### src/rtl/matrix_pkg.sv
// Shared types and constants for the 3x3 matrix multiplier datapath.
// Used by the multiplier, the input loader and the result streamer.
package matrix_pkg;

    localparam int ELEM_W = 16;
    localparam int N_ELEM = 9;

    typedef enum logic [1:0] {
        IDLE,
        STREAM,
        CHKSUM
    } stream_state_t;

    // Row-major flat index of element (row, col) in a packed 3x3 matrix.
    function automatic logic [3:0] elem_idx(input logic [1:0] row, input logic [1:0] col);
        return 4'(row) * 4'd3 + 4'(col);
    endfunction

endpackage

### src/rtl/matrix_result_streamer.sv
// Captures a packed 3x3 result and streams it out one element per valid/ready beat.
// Optional trailing checksum beat when CHKSUM_EN is defined.
//
// state  | meaning
// IDLE   | no matrix held, waiting for load
// STREAM | presenting element[idx]
// CHKSUM | presenting the wrapped element sum (CHKSUM_EN only)
module matrix_result_streamer
    import matrix_pkg::*;
(
    input  logic                       clk,
    input  logic                       reset,
    input  logic                       load,
    input  logic [ELEM_W*N_ELEM-1:0]   c_in,
    output logic [ELEM_W-1:0]          out_data,
    output logic                       out_valid,
    input  logic                       out_ready,
    output logic                       out_last,
    output logic                       busy,
    output logic                       overrun
);

    localparam logic [3:0] LAST_IDX = 4'(N_ELEM - 1);

    stream_state_t              state;
    stream_state_t              state_next;
    logic [ELEM_W*N_ELEM-1:0]   buffer;
    logic [3:0]                 idx;
    logic                       finish;
    logic                       accept;

`ifdef CHKSUM_EN
    logic [ELEM_W-1:0] chksum;
    logic [ELEM_W-1:0] sum_in;

    always_comb begin
        sum_in = '0;
        for (int r = 0; r < 3; r++) begin
            for (int c = 0; c < 3; c++) begin
                sum_in = sum_in + c_in[ELEM_W*elem_idx(2'(r), 2'(c)) +: ELEM_W];
            end
        end
    end
`endif

    always_comb begin
        state_next = state;
        out_valid  = 1'b0;
        out_last   = 1'b0;
        out_data   = '0;
        finish     = 1'b0;
        case (state)
            IDLE: begin
                if (load) state_next = STREAM;
            end
            STREAM: begin
                out_valid = 1'b1;
                out_data  = buffer[ELEM_W*idx +: ELEM_W];
`ifdef CHKSUM_EN
                if (out_ready && idx == LAST_IDX) state_next = CHKSUM;
`else
                out_last = (idx == LAST_IDX);
                if (out_ready && idx == LAST_IDX) begin
                    finish     = 1'b1;
                    state_next = IDLE;
                end
`endif
            end
`ifdef CHKSUM_EN
            CHKSUM: begin
                out_valid = 1'b1;
                out_last  = 1'b1;
                out_data  = chksum;
                if (out_ready) begin
                    finish     = 1'b1;
                    state_next = IDLE;
                end
            end
`endif
            default: state_next = IDLE;
        endcase
        // A load coinciding with the finishing transfer chains straight into the next matrix.
        if (finish && load) state_next = STREAM;
        accept = load && (state == IDLE || finish);
    end

    assign busy = (state != IDLE);

    always_ff @(posedge clk or posedge reset) begin
        if (reset) begin
            state   <= IDLE;
            buffer  <= '0;
            idx     <= '0;
            overrun <= 1'b0;
`ifdef CHKSUM_EN
            chksum  <= '0;
`endif
        end else begin
            state   <= state_next;
            overrun <= load && !accept;
            if (accept) begin
                buffer <= c_in;
                idx    <= '0;
`ifdef CHKSUM_EN
                chksum <= sum_in;
`endif
            end else if (state == STREAM && out_ready && idx != LAST_IDX) begin
                idx <= idx + 4'd1;
            end
        end
    end

endmodule

### config.mk
export PLATFORM = sky130hd
export DESIGN_NAME = matrix_result_streamer
export DESIGN_NICKNAME = d
export VERILOG_FILES = /design/src/rtl/matrix_pkg.sv /design/src/rtl/matrix_result_streamer.sv
export SDC_FILE = /design/constraint.sdc
export NUM_CORES = 1
export LEC_CHECK = 0
export CORE_AREA = 10 10 125 127
export CTS_CLUSTER_SIZE = 28
export DETAILED_ROUTE_END_ITERATION = 10
export DIE_AREA = 0 0 135 137
export PLACE_DENSITY = 0.86
export SETUP_SLACK_MARGIN = 0.3
export SYNTH_ARGS = -nofsm -noshare
export SYNTH_HDL_FRONTEND = slang
export SYNTH_SLANG_ARGS = --single-unit
### constraint.sdc
create_clock -name clk -period 14.6 [get_ports clk]
set_clock_uncertainty 0.05 [all_clocks]
set_input_delay 2.92 -clock clk [delete_from_list [all_inputs] [get_ports clk]]
set_output_delay 2.92 -clock clk [all_outputs]
set_load 0.02 [all_outputs]
# ---- After elaboration in Yosys (flattened, before gate mapping)
# Index checks and enable logic that the tools add are counted.
dict set report totals {
  mem_count 0
  inputBits 148
  reg_bits 151
  latchBits 0
  romBits 0
  wordCells 34
  mem_bits_rw 0
}
dict set report classes {
  n_addsub 1
  mul 0
  n_shift 1
  order_cmp 0
  n_eq_ne 5
  n_bitwise 0
  div_mod_pow 0
  reduce_logical 12
  n_mux 11
}
# op n
set ops {}
lappend ops {{144-bit by 9-bit indexed part select with 16-bit output} 1}
lappend ops {{16-bit 2-to-1 mux} 1}
lappend ops {{4-bit 2-to-1 mux} 2}
lappend ops {{1-bit logical AND} 6}
lappend ops {{2-bit 2-to-1 mux} 3}
lappend ops {{3-bit != test, second input constant} 2}
lappend ops {{4-bit by 1-bit adder with 4-bit output, second input constant} 1}
lappend ops {{4-bit equality test, second input constant} 1}
lappend ops {{1-bit 2-to-1 mux} 4}
lappend ops {{4-bit != test, second input constant} 1}
lappend ops {{2-bit one-hot mux with 2 select lines} 1}
lappend ops {{2-bit nonzero test} 2}
lappend ops {{2-bit by 1-bit equality test with 1-bit output, second input constant} 1}
lappend ops {{2-bit zero test} 1}
lappend ops {{2-bit AND reduction} 1}
lappend ops {{1-bit zero test} 1}
lappend ops {{1-bit logical OR} 1}

# ---- Depth between registers and ports, before layout
dict set report logic_depth {
  word_depth 8
  mapped_depth 10
}

# ---- Least setup slack after synthesis
# OpenSTA, ideal clock, no wires.
dict set report synth_timing {
  path_kind {reg2out}
  start {register idx[0]}
  end {output out_data[14]}
  stages_incl_launch_ff 7
  arrival_time_ns 1.801
  setup_slack_ns 9.829
  path_buffers 3
  required_time_ns 11.630
  path_cell_list {dfrtp_1 > buf_6 > buf_12 > buf_12 > mux2i_1 > a221o_1 > a211oi_1}
}
dict set report synth_between {
  elab_chain_cells 2
}
# element line_no
set synth_lines {}
lappend synth_lines {{start: declaration} matrix_result_streamer.sv:28} ;# logic [3:0] idx;
lappend synth_lines {{start signal: assignment} matrix_result_streamer.sv:108} ;# idx <= idx + 4'd1;
lappend synth_lines {{144-bit by 9-bit indexed part select with 16-bit output} matrix_result_streamer.sv:58} ;# out_data = buffer[ELEM_W*idx +: ELEM_W];
lappend synth_lines {{16-bit 2-to-1 mux} matrix_result_streamer.sv:52} ;# case (state)
lappend synth_lines {{end: declaration} matrix_result_streamer.sv:15} ;# output logic [ELEM_W-1:0] out_data,
# Every way passes these cells.

# ---- Worst setup path after layout
dict set report layout_timing {
  start {register idx[0]}
  end {output out_data[4]}
}
# The elaborated chain is that of the path after synthesis.

==> qor.yml <==
grt_pass1_vias: 5273
clock-sinks: 150
power_density_nw_per_um2: 213.2
cts_root_buf: "clkbuf_16"
area_delta_synth_final_pct: 31.97
clkPwrFrac: 0.204
clk_path_buf_depth: 2
hpwl_um: 12310
wl_met1_um: 6741
path_clk_slew_ns: 0.06
fmax_mhz: 154.3
post_cts_buffers: 0
seq_power_share: 0.390
core_sq_um: 13090
die_y_um: 137
drtAntennaViolNets: 0
ir_drop_mv: 0.1261
p_sw_frac: 0.3251
met3_length_um: 1136
routed-wl-met2_um: 9090
finish.utilization: 0.7061
netlist_area_sq_um: 7000
drv_slew: 0
finalHoldViolCount: 0
drtPass1Iterations: 4
topRoutingLayerUsed: "met4"
startpoint_type: "flop"
stdcell_count: 817
first_iter_violations: 274
finalPower_mw: 1.970
pwr-share-comb: 0.406
p_sw_uw: 640.2
cts_made_buffers: 17
place_area_sq_um: 8701
drive_above_1_share: 0.2839
vias: 4604
postSynthAreaPerCell_sq_um: 14.80
dp_cells: 786
grt_usage: 0.1929
relSlewSlack: 0.2437
synth_cells: 473
antenna_found_initial: 0
grt_max_degree: 96
drc_errors: 0
worst_ep_arrival_time_ns: 3.51
start_util: 0.5350
insertion_delay_ns: 0.42
yosysWarnings: 0
p_int_mw: 1.329
routed_wl_um: 17290
hold_class: "reg2reg"
num_rows: 42
p_leak_nw: 3.836
wl_per_cell_um: 21.16
finalNetCount: 779
fp.dieW_um: 135
hold_buffers: 0
cp.required_ns: 11.63
fin_crit_sh: 0.4438
syn-num-nets: 623
setup_viol: 0
grt_pass1_wl_um: 27640
dieArea_sq_um: 18500
routed_via_density: 5.635
yosysUniqueCellTypes: 30
antennaDiodeCount: 0
h-tree-depth: 4
n_fill_cell: 865
postLayoutCellArea_sq_um: 9239
tritoncts: "built"
worst_slew_pin_slew_ns: 1.135
drv_cap: 0
finalSetupTns_ns: 0
rsz0062_at_grt: "false"
place_congestion: 0.8615
ys_ff_latch: 150
critPathMaxFanout: 54
overflow: 0
ctsResizeCount: 0
setup.worst_path.class: "reg2out"
crit_path_end_kind: "primary output"
outcome: "complete, no violations"
fin_crit_ns: 6.480
io_pins: 168
io_buffers: 167
yosysSeqAreaShare: 0.5362
-- logic make-up (layout without fill, tap and decap cells) --
family          count (synthesis)  after routing  share of synthesized area
mux                           192            192                     0.3289
flops                         150            150                     0.5362
compound gates                 58             58                    0.06595
buf+inv                        42            210                    0.03986
simple gates                   29             29                    0.02556
fa+ha+maj                       2              2                   0.003574
-- power groups by stage --
stage / Combinational (mW) / Clock (mW) / Sequential [mW]
final: 0.800 / 0.402 / 0.768
after global routing: 0.856 / 0.428 / 0.800
after CTS: 0.810 / 0.410 / 0.772
after detailed placement: 0.801 / 0 / 0.777
after global placement: 0.776 / 0 / 0.760
after floorplan: 0.605 / 0 / 0.697
-- through the flow --
step	setup WS (ns)	hold slack (ns)
final	8.120	0.4358
after global routing	7.902	0.4606
after CTS	8.085	0.4376
after detailed placement	8.540	0.4249
after global placement	8.609	0.4134
after floorplan	7.594	0.4024
-- area by class of cell --
| cell class | instances | area, sq um | share of cell area |
|---|---|---|---|
| well taps | 176 | 220.2 | 0.02384 |
| repair buffers | 174 | 1724 | 0.1866 |
| clock buffers | 27 | 493.0 | 0.05336 |
| multi-input cells | 281 | 2975 | 0.3220 |
| flip-flops and latches | 150 | 3757 | 0.4067 |
| clock inverters | 4 | 45.04 | 0.004875 |
| inverters | 5 | 23.77 | 0.002573 |
-- metal layers --
metal  global-route usage  vias up
met5                    0        -
met4              0.07476        0
met3              0.06452       20
met2               0.3364      144
met1               0.2140     2350
li1                     -     2090
-- worst max-delay path, cell delays in order (launching register included) --
cell	delay (ns)
dfrtp_4	0.82
nor4b_4	0.80
buf_4	0.34
a211oi_1	0.12
a211oi_1	0.30
clkdlybuf4s50_1	0.69
-- Yosys cell counts --
| library cell | count | area [sq um] |
|---|---|---|
| o21ai_0 | 3 | 15.01 |
| clkbuf_1 | 8 | 30.03 |
| nand2_1 | 17 | 63.81 |
| a211oi_1 | 32 | 240.2 |
| and3_1 | 1 | 6.260 |
| and3b_1 | 1 | 8.760 |
| buf_4 | 17 | 127.6 |
| or3_1 | 2 | 12.51 |
| a21o_1 | 1 | 7.510 |
| mux2_2 | 129 | 1453 |
| mux2i_1 | 32 | 320.3 |
| mux4_2 | 16 | 360.4 |
| and2_1 | 2 | 12.51 |
| nor4b_4 | 1 | 23.77 |
| nor2b_1 | 1 | 6.260 |
| or4_1 | 1 | 7.510 |
| nand4b_4 | 1 | 23.77 |
| a21oi_1 | 4 | 20.02 |
| ha_1 | 2 | 25.02 |
| buf_2 | 8 | 40.04 |
| dfrtp_1 | 150 | 3754 |
| buf_12 | 2 | 40.04 |
| o31ai_1 | 1 | 7.510 |
| a221o_1 | 16 | 160.2 |
| mux2_1 | 15 | 168.9 |
| or3b_2 | 1 | 8.760 |
| buf_6 | 2 | 22.52 |
| a21boi_2 | 1 | 11.26 |
| nand3_1 | 1 | 5.000 |
| inv_1 | 5 | 18.77 |
-- placed cells by master (no fill, tap or decap), drive strengths merged, types with 3 or more instances in the layout --
master           n
dfrtp          150
mux4            16
a221o           16
clkdlybuf4s50  167
mux2i           32
clkbuf          27
inv              5
buf              7
a211oi          32
o21ai            3
clkinv           3
nand2           17
a21oi            4
mux2           144
-- state kept, by name, indices dropped and copies added (netlist names) --
name and cells:
buffer 144, idx 4, overrun 1, state 1
-- final timing paths --
path | slack, ns | endpoint | startpoint | cells after the start
worst max-delay path | 8.12 | out_data[4] | idx[0]$_DFFE_PP0P_ | 5
worst min-delay path | 0.44 | buffer[7]$_DFFE_PP0P_ | buffer[7]$_DFFE_PP0P_ | 1
worst max register to register | 10.84 | buffer[135]$_DFFE_PP0P_ | idx[0]$_DFFE_PP0P_ | 7
worst min register to register | 0.44 | buffer[7]$_DFFE_PP0P_ | buffer[7]$_DFFE_PP0P_ | 1
max in group asynchronous | 10.00 | idx[0]$_DFFE_PP0P_ | reset | 3
min in group asynchronous | 2.89 | buffer[96]$_DFFE_PP0P_ | reset | 2
(Power assumes the default switching activity.)
